### config.mk
export PLATFORM = sky130hd
export DESIGN_NAME = pipe_stage_reg
export DESIGN_NICKNAME = d
export VERILOG_FILES = /design/src/rtl/pipe_stage_reg_pkg.sv /design/src/rtl/pipe_data_reg.sv /design/src/rtl/pipe_stage_reg.sv
export SDC_FILE = /design/constraint.sdc
export NUM_CORES = 1
export LEC_CHECK = 0
export BUFFER_PORTS_ARGS = -buffer_cell sky130_fd_sc_hd__buf_4
export CELL_PAD_IN_SITES_DETAIL_PLACEMENT = 1
export CELL_PAD_IN_SITES_GLOBAL_PLACEMENT = 2
export CORE_MARGIN = 5
export CORE_UTILIZATION = 31
export DETAILED_ROUTE_END_ITERATION = 10
export PLACE_DENSITY_LB_ADDON = 0.1
export SKIP_CTS_REPAIR_TIMING = 1
export SYNTH_ARGS = -nofsm -noshare
export SYNTH_HDL_FRONTEND = slang
export SYNTH_SLANG_ARGS = --single-unit
### constraint.sdc
create_clock -name clk -period 2.1 [get_ports clk]
set_input_delay 0.42 -clock clk [delete_from_list [all_inputs] [get_ports clk]]
set_output_delay 0.42 -clock clk [all_outputs]
set_load 0.05 [all_outputs]
### src/rtl/pipe_stage_reg_pkg.sv
// Shared pipeline-stage definitions: occupancy states and small decode helpers
// reused by every elastic stage in the processor pipeline.
package pipe_stage_reg_pkg;

  typedef enum logic [1:0] {
    ST_EMPTY = 2'd0,
    ST_ONE   = 2'd1,
    ST_FULL  = 2'd2
  } stage_state_e;

  localparam int unsigned STAGE_DEPTH = 2;
  localparam int unsigned SLOT_MAIN   = 0;
  localparam int unsigned SLOT_SKID   = 1;

  function automatic logic state_has_entry(input stage_state_e s);
    return (s != ST_EMPTY);
  endfunction

  function automatic logic state_has_room(input stage_state_e s);
    return (s != ST_FULL);
  endfunction

endpackage

### src/rtl/pipe_data_reg.sv
// Payload register with synchronous active-high reset to a parametrised value
// and a load enable; reset wins over load.
module pipe_data_reg #(
  parameter int unsigned       WIDTH       = 32,
  parameter logic [WIDTH-1:0]  RESET_VALUE = '0
) (
  input  logic             clk,
  input  logic             i_srst,
  input  logic             i_load,
  input  logic [WIDTH-1:0] i_d,
  output logic [WIDTH-1:0] o_q
);

  logic [WIDTH-1:0] r_q;

  always_ff @(posedge clk) begin
    if (i_srst) begin
      r_q <= RESET_VALUE;
    end else if (i_load) begin
      r_q <= i_d;
    end
  end

  assign o_q = r_q;

endmodule

### src/rtl/pipe_stage_reg.sv
// Two-entry skid pipeline stage: registered valid/ready handshake, flush to a
// bubble value, and a saturating count of downstream stall cycles.
module pipe_stage_reg
  import pipe_stage_reg_pkg::*;
#(
  parameter int unsigned       WIDTH       = 32,
  parameter logic [WIDTH-1:0]  RESET_VALUE = '0,
  parameter int unsigned       CNT_W       = 16
) (
  input  logic             clk,
  input  logic             reset,
  input  logic             flush,
  input  logic             in_valid,
  output logic             in_ready,
  input  logic [WIDTH-1:0] in_data,
  output logic             out_valid,
  input  logic             out_ready,
  output logic [WIDTH-1:0] out_data,
  output logic [CNT_W-1:0] stall_count
);

  localparam logic [CNT_W-1:0] CNT_MAX = '1;

  stage_state_e r_state;
  stage_state_e w_state_next;
  logic [CNT_W-1:0] r_stall_cnt;

  logic             w_accept;
  logic             w_deliver;
  logic             w_main_from_skid;
  logic             w_clear;
  logic             w_load [STAGE_DEPTH];
  logic [WIDTH-1:0] w_d    [STAGE_DEPTH];
  logic [WIDTH-1:0] w_q    [STAGE_DEPTH];

  // Handshake outputs come from state alone, so out_ready never reaches in_ready.
  assign in_ready  = state_has_room(r_state);
  assign out_valid = state_has_entry(r_state);
  assign w_accept  = in_valid & in_ready;
  assign w_deliver = out_valid & out_ready;
  assign w_clear   = reset | flush;

  always_comb begin
    w_state_next            = r_state;
    w_load[SLOT_MAIN]       = 1'b0;
    w_load[SLOT_SKID]       = 1'b0;
    w_main_from_skid        = 1'b0;
    unique case (r_state)
      ST_EMPTY: begin
        if (w_accept) begin
          w_load[SLOT_MAIN] = 1'b1;
          w_state_next      = ST_ONE;
        end
      end
      ST_ONE: begin
        if (w_accept && w_deliver) begin
          w_load[SLOT_MAIN] = 1'b1;
        end else if (w_accept) begin
          w_load[SLOT_SKID] = 1'b1;
          w_state_next      = ST_FULL;
        end else if (w_deliver) begin
          w_state_next      = ST_EMPTY;
        end
      end
      ST_FULL: begin
        if (w_deliver) begin
          w_load[SLOT_MAIN] = 1'b1;
          w_main_from_skid  = 1'b1;
          w_state_next      = ST_ONE;
        end
      end
      default: w_state_next = ST_EMPTY;
    endcase
  end

  always_ff @(posedge clk) begin
    if (w_clear) begin
      r_state <= ST_EMPTY;
    end else begin
      r_state <= w_state_next;
    end
  end

  assign w_d[SLOT_MAIN] = w_main_from_skid ? w_q[SLOT_SKID] : in_data;
  assign w_d[SLOT_SKID] = in_data;

  // Flush shares the storage reset path so both slots return to the bubble value.
  generate
    for (genvar gi = 0; gi < STAGE_DEPTH; gi++) begin : g_slot
      pipe_data_reg #(
        .WIDTH       (WIDTH),
        .RESET_VALUE (RESET_VALUE)
      ) u_slot (
        .clk    (clk),
        .i_srst (w_clear),
        .i_load (w_load[gi]),
        .i_d    (w_d[gi]),
        .o_q    (w_q[gi])
      );
    end
  endgenerate

  assign out_data = w_q[SLOT_MAIN];

  always_ff @(posedge clk) begin
    if (reset) begin
      r_stall_cnt <= '0;
    end else if (out_valid && !out_ready && (r_stall_cnt != CNT_MAX)) begin
      r_stall_cnt <= r_stall_cnt + 1'b1;
    end
  end

  assign stall_count = r_stall_cnt;

endmodule

Yosys cells after proc, flatten, opt, wreduce, memory -nomap -nowiden
Index checks and enable logic that the tools add are counted.
{ "word_totals": {"reg_bits": 82, "latchBits": 0, "ramBits": 0, "rom_bits": 0, "output_inout_bits": 50, "wordCells": 37, "mem_count": 0} }
{ "classes": {"addsub": 1, "n_mul": 0, "div_mod_pow": 0, "order_cmp": 0, "n_eq_ne": 8, "n_shift": 0, "mux": 14, "bitwise_logic": 3, "reduce_logical": 7} }
{ "op_table": {"columns": ["cell", "count"], "rows": [
  ["$mux W32", 1],
  ["$add A16 B1 Y16 const B", 1],
  ["$ne A16 B16 Y1 const B", 1],
  ["$mux W2", 5],
  ["$ne A2 B2 Y1 const B", 4],
  ["$mux W1", 6],
  ["$pmux W2 S3", 1],
  ["$reduce_and A4 Y1", 1],
  ["$logic_and A1 B1 Y1", 3],
  ["$ne A3 B3 Y1 const B", 1],
  ["$pmux W1 S3", 1],
  ["$and A1 B1 Y1", 2],
  ["$eq A2 B1 Y1 const B", 1],
  ["$eq A2 B2 Y1 const B", 1],
  ["$logic_not A2 Y1", 1],
  ["$reduce_bool A2 Y1", 1],
  ["$logic_not A1 Y1", 1],
  ["$or A1 B1 Y1", 1]
]} }

Logic depth before layout (Yosys ltp)
Gate-level depths: netlist of run 1.
{ "logic_depth": {"word_depth": 6, "ltp_mapped": 6, "mapped_depth_nobuf": 5} }

By module
From an unflattened synthesis of run 1, not the netlist that was laid out.
{ "unflattened": {"hier_cells": 356, "area_unflattened_um2": 3708.6} }
{ "by_module_without_submodules": {"columns": ["module", "instances", "cells_each", "area_per_inst_um2", "seq_area_each_um2"], "rows": [
  ["pipe_data_reg", 2, 103, 1163.6, 640.6],
  ["pipe_stage_reg", 1, 150, 1381.3, 360.3]
]} }

Least setup slack after synthesis of run 1
OpenSTA, ideal clock, no wires.
{ "synth_timing": {"path_type": "reg-to-reg", "from": "register r_stall_cnt[1] (netlist: stall_count[1])", "to": "register r_stall_cnt[5] (netlist: stall_count[5])", "arrival_time_ns": 2.089, "t_required_ns": 1.985, "slack_ns": -0.103, "stages_incl_launch_ff": 7, "path_buffers": 1, "cell_sequence": "dfxtp_1 -> ha_1 -> nand3_1 -> nor4_2 -> buf_2 -> nor4_1 -> o21a_1"} }
{ "synth_between": {"elab_chain_len": 2} }
{ "synth_rtl": {"columns": ["element", "line", "source"], "rows": [
  ["from (decl)", "pipe_stage_reg.sv:26", "logic [CNT_W-1:0] r_stall_cnt;"],
  ["from (signal assigned)", "pipe_stage_reg.sv:109", "r_stall_cnt <= r_stall_cnt + 1'b1;"],
  ["branches (longest 2 deep; another with $add A16 B1 Y16)", null, null]
]} }
Parallel ways; which one is timed is not known.
A chain may end at the register's enable or synchronous reset.

Worst setup path in the final report of run 1
{ "layout_timing": {"from": "register r_stall_cnt[6] (netlist: stall_count[6])", "to": "register r_stall_cnt[13] (netlist: stall_count[13])"} }
Same word-level chain as after synthesis.

==> results of run 1 <==
state kept, by name (all words and copies together) (netlist names):
register / count
stall_count: 16
r_state: 2
g_slot.u_slot.o_q: 64
power by group through the flow:
| stage | sequential [mW] | combinational (mW) | clock, mW |
|---|---|---|---|
| after global routing | 1.62 | 0.420 | 1.35 |
| after floorplan | 1.74 | 0.131 | 0 |
| final | 1.61 | 0.387 | 1.22 |
| after global placement | 1.65 | 0.391 | 0 |
| after detailed placement | 1.65 | 0.394 | 0 |
| after CTS | 1.61 | 0.395 | 1.27 |
cell type report:
type,instances,area [um^2],area share [%]
clock buffer,11,151,3.38
clock inverter,5,60.1,1.34
inverter,1,3.75,0.0838
multi-input combinational,281,1680,37.5
sequential,82,1650,36.8
tap,140,175,3.91
timing repair buffer,100,763,17.0
critical path, stage by stage (launching register included):
cell and delay (ps):
dfxtp_1 410, nand4_1 230, or4_4 560, or4_1 480, a21oi_1 140
routing by layer:
metal  global-route usage [%]  up-vias  wire, um
met2                     24.4       54      4540
met5                        0        -         0
li1                         -     1562         -
met1                     18.2     1433      4230
met3                     3.42        6       451
met4                     4.23        0        84
path summary, 6_finish.rpt:
| path | end | slack [ps] | start |
|---|---|---|---|
| max | stall_count[13]$_SDFFE_PP0P_ | 200 | stall_count[6]$_SDFFE_PP0P_ |
| min reg2reg | g_slot[1].u_slot.o_q[7]$_SDFFE_PP0P_ | 460 | g_slot[1].u_slot.o_q[7]$_SDFFE_PP0P_ |
| max reg2reg | stall_count[13]$_SDFFE_PP0P_ | 200 | stall_count[6]$_SDFFE_PP0P_ |
| min | g_slot[1].u_slot.o_q[24]$_SDFFE_PP0P_ | 330 | in_data[24] |
logic make-up after synthesis:
family / after synthesis / synth area share (%)
xor+xnor: 1 / 0.257
simple gates: 149 / 20.3
buf+inv: 28 / 3.22
fa+ha+maj: 1 / 0.366
compound gates: 96 / 17.8
flops: 82 / 48.1
mux: 34 / 10.0
through the flow:
stage	cells	hold WS [ps]	utilization (%)	power, mW
6_report	620	326	41.3	3.21
2_1_floorplan	391	436	-	1.87
3_3_place_gp	604	440	39.4	2.04
3_5_place_dp	604	447	39.4	2.04
5_1_grt	620	299	41.3	3.39
4_1_cts	620	301	41.3	3.28
cells in the mapped netlist, drive strengths merged:
library cell	count
or3	6
o21a	3
o41ai	1
o311ai	1
o2111ai	1
ha	1
o21ba	1
nand2	68
o22ai	1
nand3b	2
inv	1
mux2i	33
clkbuf	22
nor4	3
nand2b	1
a21boi	1
nand3	3
o21ai	7
or2	2
nor3	4
o31a	1
dfxtp	82
nand4	9
nor2	36
o21bai	1
nor2b	3
or4	5
and4	2
or2b	1
o31ai	3
and3	2
xor2	1
nor3b	2
buf	5
mux2	1
a21oi	42
a211oi	33
==> impl_metrics.csv, run 1 <==
group,metric,value,unit
outcome,status,"completed",
logic_synthesis,yosysTopAreaCellShare,48.1,%
clock_network,h-tree-depth,3,
placed_design,dp_slack,88.2,ps
placed_design,io_buffers,86,
finish,diodes,0,
die,die_w,115,um
global_routing,grt_pass1_wl,15.4,mm
timing,fmax,525,MHz
finish,final_common_cell,"buf_4",
timing,tns,0,ps
logic_synthesis,yosysUniqueCellTypes,42,
pwr,switching_share,26.9,%
global_routing,grt_usage,14.4,%
finish,fill_cells,1303,
global_routing,grt_antenna_before_repair,0,
routing,initialDrtViolationCount,108,
pwr,vdd_drop_max,0.336,mV
global_routing,overflow,0,
die,die_h,115,um
timing,drv_slew,0,
logic_synthesis,synth_cells,391,
hold_path,min_path_type,"in2reg",
timing,fin_crit_sh,90.6,%
pwr,p_seq_share,50.1,%
clock_network,cts_inserted_buffers,9,
worst_setup_path,cp.required,2370,ps
finish,stdcell_area,0.00448,mm^2
placed_design,post_dp_cell_area,0.00427,mm^2
clock_network,clk_latency,340,ps
worst_setup_path,cp_max_fo,6,
timing,finalSetupViolCount,0,
routing,via_count,3055,
timing,hold_viol,0,
routing,drc,0,
clock_network,path_clk_slew,90,ps
die,ios,87,
logic_synthesis,synth_seq_cells,82,
clock_network,cts_tree,"built",
routing,ant_nets,0,
finish,area_growth,31.2,%
die,initial_core_util,31.5,%
placed_design,gp_congestion,0.739,
worst_setup_path,worst_r2r_path_depth,4,
clock_network,cts.sinks,82,
job,maxCapViolCount,0,
pwr,combPwrFrac,12.1,%
pwr,p_sw,0.863,mW
hold_path,min_path_cells,3,
logic_synthesis,synth_fp_nets,429,
timing,relSlewSlack,67.8,%
clock_network,cts.path.max_buffers,2,
pwr,clockPowerShare,37.9,%
routing,wire_per_inst,15.0,um
global_routing,grt_max_degree,45,
logic_synthesis,yosysWarnings,0,
logic_synthesis,yosysTopAreaCell,"dfxtp_1",
pwr,p_int,2.35,mW
logic_synthesis,ys_seq_area_share,48.1,%
finish,final_cell_mix,"buf_4 (99), dfxtp_1 (78), nand2_1 (68)",
timing,tightest_slew,483,ps
timing,grt_setup_unrepaired,"false",
worst_setup_path,crit_arrival,2170,ps
timing,finClkSkew,15.3,ps
worst_setup_path,cp-end-kind,"flip-flop",
die,row_count,38,
pwr,p_leak,1.91,nW
logic_synthesis,yosys-top-cells-area,"dfxtp_1 (48%), mux2i_1 (9.7%), nand2_1 (7.5%)",
timing,fin_crit,1900,ps
die,core-area,0.0108,mm^2
routing,drt-pass1-iter-count,4,
finish,nets,513,
pwr,power_density,717,mW/mm^2
placed_design,dp_hpwl,6.45,mm
finish,drive_gt1_share,27.1,%
logic_synthesis,syn_area,0.00341,mm^2
worst_setup_path,criticalPathCategory,"reg2reg",
global_routing,grt_pass1_vias,3111,
timing,layout_setup_ws,197,ps
logic_synthesis,syn_avg_cell_area,8.73,um^2
die,die-area,0.0132,mm^2
routing,vias_per_cell,4.93,
routing,drt-total-wl,9.31,mm
worst_setup_path,startpoint_type,"flip-flop",
clock_network,ctsRootBufferMaster,"clkbuf_8",
Power figures use the tool's default switching activity.
==> run 2: changes to the inputs <==
Settings changed: CORE_ASPECT_RATIO set to 1.2.
==> run 2 against run 1 <==
Combinational power grew 1%. Sequential power about the same. Global-route usage grew 0.23 points. Sequential share of layout area down 0.66 points. Sequential cell count is the same. Hold slack better by 14 ps. Cell area grew 1.8%. Register-to-register slack about the same. Non-clock buffer count decreased by 5. Cell count decreased by 2.3%.
==> impl_metrics.csv, run 2 (synthesis gave the netlist of run 1 again) <==
group,metric,value,unit
worst_setup_path,slowest_stage,"or4_4",
global_routing,grt_pass1_wl,15.7,mm
timing,fmax,527,MHz
global_routing,grt_antenna_before_repair,0,
timing,fin_crit_sh,90.3,%
pwr,clockPowerShare,43.6,%
placed_design,dp.cells,591,
routing,drt-pass1-iter-count,4,
worst_setup_path,cp-end-kind,"flip-flop",
global_routing,grt_max_degree,67,
placed_design,dp_slack,81.5,ps
pwr,p_int,2.66,mW
finish,fill_cells,1303,
pwr,combPwrFrac,11.0,%
worst_setup_path,crit_cells,4,
clock_network,ctsRootBufferMaster,"clkbuf_16",
worst_setup_path,crit_arrival,2160,ps
timing,layout_setup_ws,204,ps
worst_setup_path,cp_max_fo,6,
timing,tns,0,ps
clock_network,h-tree-depth,3,
clock_network,cts_tree,"built",
global_routing,grt_pass1_vias,3065,
worst_setup_path,startpoint,"stall_count[6]$_SDFFE_PP0P_",
timing,fin_hold_ws,339,ps
placed_design,dp_hpwl,6.35,mm
worst_setup_path,cp.required,2370,ps
clock_network,cts.path.max_buffers,2,
finish,multi_input_area,0.00168,mm^2
timing,finalSetupViolCount,0,
finish,area_growth,33.6,%
routing,wire_per_inst,15.6,um
timing,drv_slew,0,
worst_setup_path,criticalPathCategory,"reg2reg",
worst_setup_path,worstReg2RegStart,"stall_count[6]$_SDFFE_PP0P_",
die,row_count,42,
die,initial_core_util,31.2,%
die,die_h,125,um
routing,ant_nets,0,
clock_network,cts_inserted_buffers,9,
clock_network,path_clk_slew,60,ps
worst_setup_path,endpoint,"stall_count[13]$_SDFFE_PP0P_",
placed_design,gp_congestion,0.712,
timing,tightest_slew,482,ps
worst_setup_path,regToRegEndpoint,"stall_count[13]$_SDFFE_PP0P_",
timing,hold_viol,0,
timing,finClkSkew,7.57,ps
clock_network,clk_latency,340,ps
global_routing,grt_usage,14.6,%
finish,drive_gt1_share,26.2,%
die,core-area,0.0109,mm^2
global_routing,overflow,0,
pwr,p_leak,1.95,nW
timing,grt_setup_unrepaired,"false",
die,ios,87,
job,maxCapViolCount,0,
hold_path,min_path_type,"in2reg",
routing,via_count,3087,
finish,final_common_cell,"buf_4",
pwr,vdd_drop_max,0.316,mV
finish,final_cells,606,
pwr,power_density,778,mW/mm^2
worst_setup_path,critPathBufInv,0,
finish,seq_area,0.00165,mm^2
routing,vias_per_cell,5.09,
die,die-area,0.0132,mm^2
pwr,p_seq_share,45.4,%
routing,drc,0,
finish,largest_reg_flops,64,
worst_setup_path,slowest_delay,570,ps
routing,drt-total-wl,9.46,mm
die,die_w,106,um
timing,relSlewSlack,67.6,%
worst_setup_path,rrSetupSlack,200,ps
worst_setup_path,startpoint_type,"flip-flop",
finish,nets,508,
finish,diodes,0,
worst_setup_path,critical-path-top-delay-family,"simple AND/OR/NAND/NOR gates",
pwr,switching_share,25.1,%
worst_setup_path,worst_r2r_path_depth,4,
pwr,p_sw,0.893,mW
timing,fin_crit,1900,ps
outcome,status,"completed",
worst_setup_path,worstPathCellList,"nand4_1 > or4_4 > or4_1 > a21oi_1",
finish,final_cell_mix,"buf_4 (90), dfxtp_1 (78), nand2_1 (68)",
placed_design,io_buffers,86,
routing,initialDrtViolationCount,64,
clock_network,cts.sinks,82,
==> run 2: final cells by class <==
type,instances,share of cell area [%]
multi-input combinational,281,36.8
sequential,82,36.1
clock buffer,13,6.15
inverter,1,0.0823
timing repair buffer,95,17.0
clock inverter,2,0.219
tap,132,3.62
==> run 2: worst min-delay path by stage <==
stage | from | endpoint | depth (start not counted)
finish | in_data[31] | g_slot[1].u_slot.o_q[31]$_SDFFE_PP0P_ | 3
global route | in_data[25] | g_slot[1].u_slot.o_q[25]$_SDFFE_PP0P_ | 3
CTS | in_data[7] | g_slot[1].u_slot.o_q[7]$_SDFFE_PP0P_ | 3
detailed placement | g_slot[1].u_slot.o_q[10]$_SDFFE_PP0P_ | g_slot[1].u_slot.o_q[10]$_SDFFE_PP0P_ | 2
global placement | g_slot[1].u_slot.o_q[27]$_SDFFE_PP0P_ | g_slot[1].u_slot.o_q[27]$_SDFFE_PP0P_ | 2
floorplan | g_slot[1].u_slot.o_q[0]$_SDFFE_PP0P_ | g_slot[1].u_slot.o_q[0]$_SDFFE_PP0P_ | 2
==> run 2: stage by stage <==
step / utilization, % / area (um^2) / power (mW)
finish: 41.7 / 4560 / 3.55
global route: 41.7 / 4560 / 3.72
detailed placement: 39.1 / 4270 / 2.04
floorplan: - / 3420 / 1.87
CTS: 41.7 / 4560 / 3.61
global placement: 39.1 / 4270 / 2.04
==> run 2: power groups by stage <==
stage               logic (mW)  registers (mW)  clock network (mW)
global route             0.423            1.62                1.68
detailed placement       0.398            1.65                   0
finish                   0.391            1.61                1.55
CTS                      0.399            1.61                1.60
floorplan                0.131            1.74                   0
global placement         0.396            1.64                   0
==> run 2: tightest hold or removal path, cell delays in order <==
cell and delay [ps]:
buf_4 110, nand2_1 40, a21oi_1 50
==> run 2: metal layers <==
layer	global-route usage, %	share of wire, %	vias up
li1	-	-	1553
met1	18.0	46	1473
met2	24.1	48	51
met3	3.66	4.4	10
met4	6.40	1.7	0
met5	0	0	-
